--- src/rtl/norm16_pkg.sv ---
// norm16_pkg - shared definitions for the sequential normalizer.
//   state_t      : FSM encoding (IDLE, SHIFT, DONE)
//   OP_LOGICAL   : op_type value selecting leading-zero normalization
//   OP_ARITH     : op_type value selecting redundant-sign-bit normalization
//   WIDTH_DEF    : default operand width
//   CNT_W_DEF    : default shift/restore count width
package norm16_pkg;

  localparam int WIDTH_DEF = 16;
  localparam int CNT_W_DEF = 6;

  localparam logic OP_LOGICAL = 1'b1;
  localparam logic OP_ARITH   = 1'b0;

  typedef enum logic [1:0] {
    IDLE  = 2'd0,
    SHIFT = 2'd1,
    DONE  = 2'd2
  } state_t;

endpackage

--- src/rtl/norm16_detect.sv ---
// norm16_detect - combinational classification of the normalizer working
// register.
// Ports:
//   work    in  WIDTH  working register
//   op_type in  1      1 = logical, 0 = arithmetic
//   norm    out 1      value is already normalized
//   degen   out 1      value can never normalize (0, or all-ones when arithmetic)
//   skip4   out 1      top four bits are redundant, a 4-bit step is safe
module norm16_detect
  import norm16_pkg::*;
#(
  parameter int WIDTH = WIDTH_DEF
) (
  input  logic [WIDTH-1:0] work,
  input  logic             op_type,
  output logic             norm,
  output logic             degen,
  output logic             skip4
);

  always_comb begin
    norm  = 1'b0;
    degen = 1'b0;
    skip4 = 1'b0;
    if (op_type == OP_LOGICAL) begin
      degen = ~|work;
      norm  = work[WIDTH-1];
      skip4 = ~|work[WIDTH-1:WIDTH-4];
    end else begin
      degen = (&work) | (~|work);
      norm  = work[WIDTH-1] ^ work[WIDTH-2];
      // Five equal bits at the top means four of them are redundant copies
      // of the sign, so shifting four still leaves a valid sign bit.
      skip4 = (&work[WIDTH-1:WIDTH-5]) | (~|work[WIDTH-1:WIDTH-5]);
    end
  end

endmodule

--- src/rtl/norm16_seq.sv ---
// norm16_seq - sequential normalizer. Shifts the captured operand left one
// bit per cycle until it is normalized, then reports the normalized value,
// the shift count n and the restore count (-n mod 2^CNT_W) that the signed
// shifter needs to undo the normalization.
// Build option: define NORM_FAST_EN to allow 4-bit steps while the top bits
// are redundant; results are identical, only latency shrinks.
// Ports:
//   clk     in  1      rising-edge clock
//   rst     in  1      synchronous active-high reset
//   start   in  1      request, accepted only in IDLE
//   num     in  WIDTH  operand, captured on accepted start
//   op_type in  1      1 = logical (leading zeros), 0 = arithmetic (sign bits)
//   busy    out 1      high in SHIFT and DONE
//   done    out 1      one-cycle pulse, results valid from this cycle
//   o       out WIDTH  normalized value
//   count   out CNT_W  left-shift amount n
//   restore out CNT_W  two's complement of n
//   zero    out 1      degenerate operand flag
module norm16_seq
  import norm16_pkg::*;
#(
  parameter int WIDTH = WIDTH_DEF,
  parameter int CNT_W = CNT_W_DEF
) (
  input  logic             clk,
  input  logic             rst,
  input  logic             start,
  input  logic [WIDTH-1:0] num,
  input  logic             op_type,
  output logic             busy,
  output logic             done,
  output logic [WIDTH-1:0] o,
  output logic [CNT_W-1:0] count,
  output logic [CNT_W-1:0] restore,
  output logic             zero
);

  state_t           state;
  logic [WIDTH-1:0] work;
  logic             op_q;
  logic [CNT_W-1:0] n;

  logic norm;
  logic degen;
  logic skip4;
  logic fast_step;

  norm16_detect #(.WIDTH(WIDTH)) u_detect (
    .work    (work),
    .op_type (op_q),
    .norm    (norm),
    .degen   (degen),
    .skip4   (skip4)
  );

`ifdef NORM_FAST_EN
  assign fast_step = skip4;
`else
  logic unused_skip4;
  assign unused_skip4 = skip4;
  assign fast_step    = 1'b0;
`endif

  // Working register, operand type and shift counter are pure datapath and
  // are always (re)loaded on an accepted start, so they carry no reset.
  always_ff @(posedge clk) begin
    if (state == IDLE && start) begin
      work <= num;
      op_q <= op_type;
      n    <= '0;
    end else if (state == SHIFT && !degen && !norm) begin
      if (fast_step) begin
        work <= {work[WIDTH-5:0], 4'b0000};
        n    <= n + CNT_W'(4);
      end else begin
        work <= {work[WIDTH-2:0], 1'b0};
        n    <= n + CNT_W'(1);
      end
    end
  end

  always_ff @(posedge clk) begin
    if (rst) begin
      state   <= IDLE;
      busy    <= 1'b0;
      done    <= 1'b0;
      o       <= '0;
      count   <= '0;
      restore <= '0;
      zero    <= 1'b0;
    end else begin
      done <= 1'b0;
      unique case (state)
        IDLE: begin
          if (start) begin
            state <= SHIFT;
            busy  <= 1'b1;
          end
        end
        SHIFT: begin
          // Degenerate operands are caught before any shift, so work still
          // holds the captured operand here.
          if (degen) begin
            state   <= DONE;
            done    <= 1'b1;
            o       <= work;
            count   <= '0;
            restore <= '0;
            zero    <= 1'b1;
          end else if (norm) begin
            state   <= DONE;
            done    <= 1'b1;
            o       <= work;
            count   <= n;
            restore <= -n;
            zero    <= 1'b0;
          end
        end
        DONE: begin
          state <= IDLE;
          busy  <= 1'b0;
        end
        default: begin
          state <= IDLE;
          busy  <= 1'b0;
        end
      endcase
    end
  end

endmodule

--- config.mk ---
export PLATFORM = sky130hd
export DESIGN_NAME = norm16_seq
export DESIGN_NICKNAME = d
export VERILOG_FILES = /design/src/rtl/norm16_pkg.sv /design/src/rtl/norm16_detect.sv /design/src/rtl/norm16_seq.sv
export SDC_FILE = /design/constraint.sdc
export NUM_CORES = 1
export LEC_CHECK = 0
export ABC_AREA = 1
export BUFFER_PORTS_ARGS = -buffer_cell sky130_fd_sc_hd__buf_2
export CAP_MARGIN = 10
export CORE_MARGIN = 5
export CORE_UTILIZATION = 50
export CTS_CLUSTER_DIAMETER = 150
export CTS_CLUSTER_SIZE = 24
export DETAILED_ROUTE_END_ITERATION = 6
export HOLD_SLACK_MARGIN = 0.15
export PLACE_DENSITY = 0.74
export SLEW_MARGIN = 30
export SYNTH_ARGS = -nofsm -noshare
export SYNTH_HDL_FRONTEND = slang
export SYNTH_HIERARCHICAL = 1
export SYNTH_SLANG_ARGS = --single-unit
--- constraint.sdc ---
create_clock -name clk -period 4.4 [get_ports clk]
set_clock_uncertainty 0.1 [all_clocks]
set_input_delay 0.44 -clock clk [delete_from_list [all_inputs] [get_ports clk]]
set_output_delay 0.44 -clock clk [all_outputs]
set_load 0.01 [all_outputs]
==> Word-level counts from Yosys, hierarchy flattened <==
Cells that the tools add are included.
{ "op_classes": {"add_sub_neg": 2, "mul": 0, "n_div": 0, "order_cmp": 0, "eq_ne": 3, "shifts": 0, "muxes": 20, "bitwise": 3, "reduce_logical": 15} }
{ "ops": {"columns": ["op", "count"], "rows": [
  ["$mux 16", 4],
  ["$mux 6", 4],
  ["$reduce_and 16->1", 1],
  ["$reduce_or 16->1", 1],
  ["$mux 1", 7],
  ["$add 6x1->6 const B", 1],
  ["$mux 2", 3],
  ["$neg 6->6", 1],
  ["$reduce_and 2->1", 3],
  ["$pmux 2 s2", 1],
  ["$reduce_bool 2->1", 2],
  ["$logic_and 1x1->1", 3],
  ["$logic_not 1->1", 3],
  ["$ne 3x3->1 const B", 1],
  ["$eq 2x1->1 const B", 1],
  ["$logic_not 2->1", 1],
  ["$ne 2x2->1 const B", 1],
  ["$pmux 1 s2", 1],
  ["$reduce_or 2->1", 1],
  ["$not 1->1", 1],
  ["$or 1x1->1", 1],
  ["$xor 1x1->1", 1]
]} }
{ "totals": {"ff_bits": 56, "latchBits": 0, "ramBits": 0, "romBits": 0, "in_bits": 20, "out_inout_bits": 31, "word_cells": 53, "mem_count": 0} }

==> Longest topological paths before layout <==
{ "logic_depth": {"ltp_word": 9, "depth_mapped": 14, "depth_no_buf": 14} }

==> By module <==
Netlist, hierarchy kept.
{ "by_module_without_submodules": {"columns": ["mod", "instances", "cells_each", "area_per_inst_um2", "seq_area_each_um2"], "rows": [
  ["norm16_seq", 1, 269, 2220.9, 1271.2],
  ["norm16_detect", 1, 53, 227.7, 0.0]
]} }

==> Least setup slack after synthesis <==
No wires, ideal clock.
{ "synth_timing": {"kind": "register to register", "start": "register work[14]", "end": "register work[0], enable pin", "arrival_ps": 1632, "slack_ps": 2296, "stages_incl_launch_ff": 11, "period_less_slack_ps": 2104, "path_cell_list": "edfxtp_1 > ha_1 > nand2_1 > inv_1 > nand2_1 > nor2_1 > nand2_1 > nand2_1 > nor2_1 > nand2_1 > nand2_1"} }
{ "synth_between": {"elab_chain_cells": 8} }
{ "synth_lines": {"columns": ["element", "line", "source"], "rows": [
  ["from (decl)", "norm16_seq.sv:39", "logic [WIDTH-1:0] work;"],
  ["from (signal assigned)", "norm16_seq.sv:68", "work <= num;"],
  ["from (signal assigned)", "norm16_seq.sv:73", "work <= {work[WIDTH-5:0], 4'b0000};"],
  ["from (signal assigned)", "norm16_seq.sv:76", "work <= {work[WIDTH-2:0], 1'b0};"],
  ["$reduce_or 16->1", "norm16_detect.sv:26, norm16_detect.sv:30", null],
  ["$logic_not 1->1", "norm16_detect.sv:26, norm16_detect.sv:30", null],
  ["$or 1x1->1", "norm16_detect.sv:30", "degen = (&work) | (~|work);"],
  ["$mux 1 *", "norm16_detect.sv:25", "if (op_type == OP_LOGICAL) begin"],
  ["named net degen", "norm16_seq.sv:44", "logic degen;"],
  ["$logic_not 1->1 *", "norm16_seq.sv:71", "end else if (state == SHIFT && !degen && !norm) begin"],
  ["$logic_and 1x1->1 * (2 in a row)", "norm16_seq.sv:71", null],
  ["$reduce_bool 2->1 (no line) *", null, null]
]} }
Mark *: on every way through the listed nets, which the timed path passes. The rest lies on a longest branch.
A chain may end at the register's enable or synchronous reset.

==> Worst setup path in the final report <==
{ "layout_timing": {"start": "register work[14]", "end": "register work[3], enable pin"} }
Same word-level chain as after synthesis.

==> metrics.md <==
| Metric | Value |
|---|---|
| Avg WL per Cell | around 12 µm |
| Crit-path most repeated cell | nand2_1 |
| Sequential Power Share | 54.5% |
| CP max stage delay | approximately 520 ps |
| Via count normalized by instance count | between 4 and 5 |
| Placed cell count | 400 |
| Vias in the first global route | roughly 2000 |
| Skew-Pair Late Insertion Delay | around 310 ps |
| Unrepaired setup endpoints after global routing | false |
| Layout Nets | 377 |
| Core area | roughly 4700 µm² |
| # resized after CTS | 0 |
| Final Non-Filler Cells | around 400 |
| Sw Pwr | between 300 and 400 µW |
| H-tree level count | 2 |
| Total number of vias | approximately 2000 |
| CTS tree | yes |
| Cell Area, Placed | 2638 µm² |
| Clk pin slew, worst setup/hold paths | approximately 90 ps |
| Max-slew violations | 0 |
| Core Rows | 25 |
| Initial antenna violation count | 0 |
| Final setup viols | 0 |
| Chip width | 79.30 µm |
| TritonCTS Buffers | 5 |
| Setup TNS | 0 ps |
| CP Capture Type | flop |
| Register area | ~1300 µm² |
| Ratio of cells with drive above 1 in the final layout | 18.93% |
| Number of hold buffers added after CTS | 0 |
| Tmin final | about 2300 ps |
| Final worst-path setup slack | 2085 ps |
| Max Cap Viol | 0 |
| CP Class | flop to flop |
| Worst hold path type | input pin to flop |
| Tot Pwr | 1.151 mW |
| Die height | roughly 80 µm |
| Multi-input logic area | 958.4 µm² |
| Cell Area, Synth | 2401 µm² |
| Comb power frac | about 17% |
| Leakage | between 1 and 1.5 nW |
| Peak supply drop | ~0.24 mV |
| Slew at the pin with the worst max-slew slack | between 700 and 800 ps |
| Fin crit share | between 50% and 60% |
| Setup Buffers After CTS | 0 |
| Initial DRC Count | between 100 and 150 |
| Switching Share | a little under 30% |
| First-pass GRT wire length | around 8.6 mm |
| Internal power | roughly 800 µW |
| Largest net degree at the start of global routing | 33 |
| Clock power frac | roughly 28% |
| CTS root buf | clkbuf_8 |
| Required @ worst endpoint | 4250 ps |
| Clock Tree Buf Depth | 2 |
| Remaining DRCs | 0 |
| Worst Path Arrival | between 2000 and 2500 ps |
| Cell breakdown of the critical path | ha_1 > nand2_1 > inv_1 > nand2_1 > nor2_1 > nand2_1 > nand2_1 > nor2_1 > nand2_1 > nand2_1 |
| Tot GR Track Use | 17.30% |
| Syn Inst Count | 310 |
| Die ar. | ~6300 µm² |
| Gpl congestion | about 0.83 |
| Startpoint types | flop |
| Post-Syn Nets | roughly 330 |
| Pwr Density | approximately 420 nW/µm² |
| Max_slew headroom | a little under half |
| Crit-path max FO | 16 |
| Fillers | 422 |
| Crit-path slowest cell | nand2_1 |
| Design area | 2754 µm² |
| CTS Sinks | 55 |
| P&R area growth vs syn | 14.70% |
| Post-Route WL | 4.951 mm |
| WHS | 199.0 ps |
| Pre-CTS WS | between 2000 and 2500 ps |
| ANT cells | 0 |
| Final hold vios | 0 |
| Status | finished clean |
| Mapped Avg Cell Area | 7.745 µm² |
| Post-layout util | ~60% |
| Total global routing overflow | 0 |
| I/O Buffers | 50 |
| Highest clock rate | ~0.43 GHz |
| Post-DRT Antenna Nets | 0 |
| First-pass DRT Iterations | 4 |
| Starting Density | approximately half |
| DP HPWL | between 3 and 4 mm |
| I/O Pins | 51 |
| Yosys warns | 6 |
path summary, 6_finish.rpt:
path / to / slack, ps / start / cells after the start
setup / recovery: work[3] / 2090 / work[14] / 10
hold / removal: op_q / 200 / op_type / 1
setup reg to reg: work[3] / 2090 / work[14] / 10
hold reg to reg: o[12] / 360 / o[12] / 2
power by group through the flow:
stage                     Sequential [mW]  Clock [mW]  Combinational (mW)
after detailed placement            0.639           0               0.200
after CTS                           0.627       0.339               0.201
after global placement              0.637           0               0.196
after floorplan                     0.634           0               0.145
final                               0.627       0.327               0.198
after global routing                0.635       0.360               0.227
placed cells by master (no fill, tap or decap), drive strengths merged, types with 3 or more instances in the layout:
cell    instances
a21oi          33
buf            50
clkbuf          7
dfxtp          38
edfxtp         17
ha              4
inv            25
nand2         135
nand3          11
nand4           3
nor2           26
flip-flops by register name, summed over array words and instances (netlist names):
signal   flops
work        16
op_q         1
done         1
count        6
o           16
state        2
restore      5
busy         1
n            6
zero         1
cell type report:
| cell class | count | share of cell area (%) |
|---|---|---|
| inverter | 24 | 3.271 |
| tap | 54 | 2.453 |
| timing repair buffer | 50 | 9.087 |
| clock buffer | 7 | 3.907 |
| sequential | 55 | 46.16 |
| multi-input combinational | 217 | 34.80 |
| clock inverter | 1 | 0.3180 |
worst max-delay path, delay by kind of cell, from the launching register on:
kind                       cells  cell delay [ps]
adders and majority gates      1              220
DFF                            1              440
buffers and inverters          1               40
and+or+nand+nor                8             1140
per-layer routing:
layer  global-route usage (%)  routed length (µm)
met4                    6.014                  72
met3                    4.762                 253
met2                    28.96                2314
met1                    21.38                2310
met5                        0                   0
(Power assumes the default switching activity.)
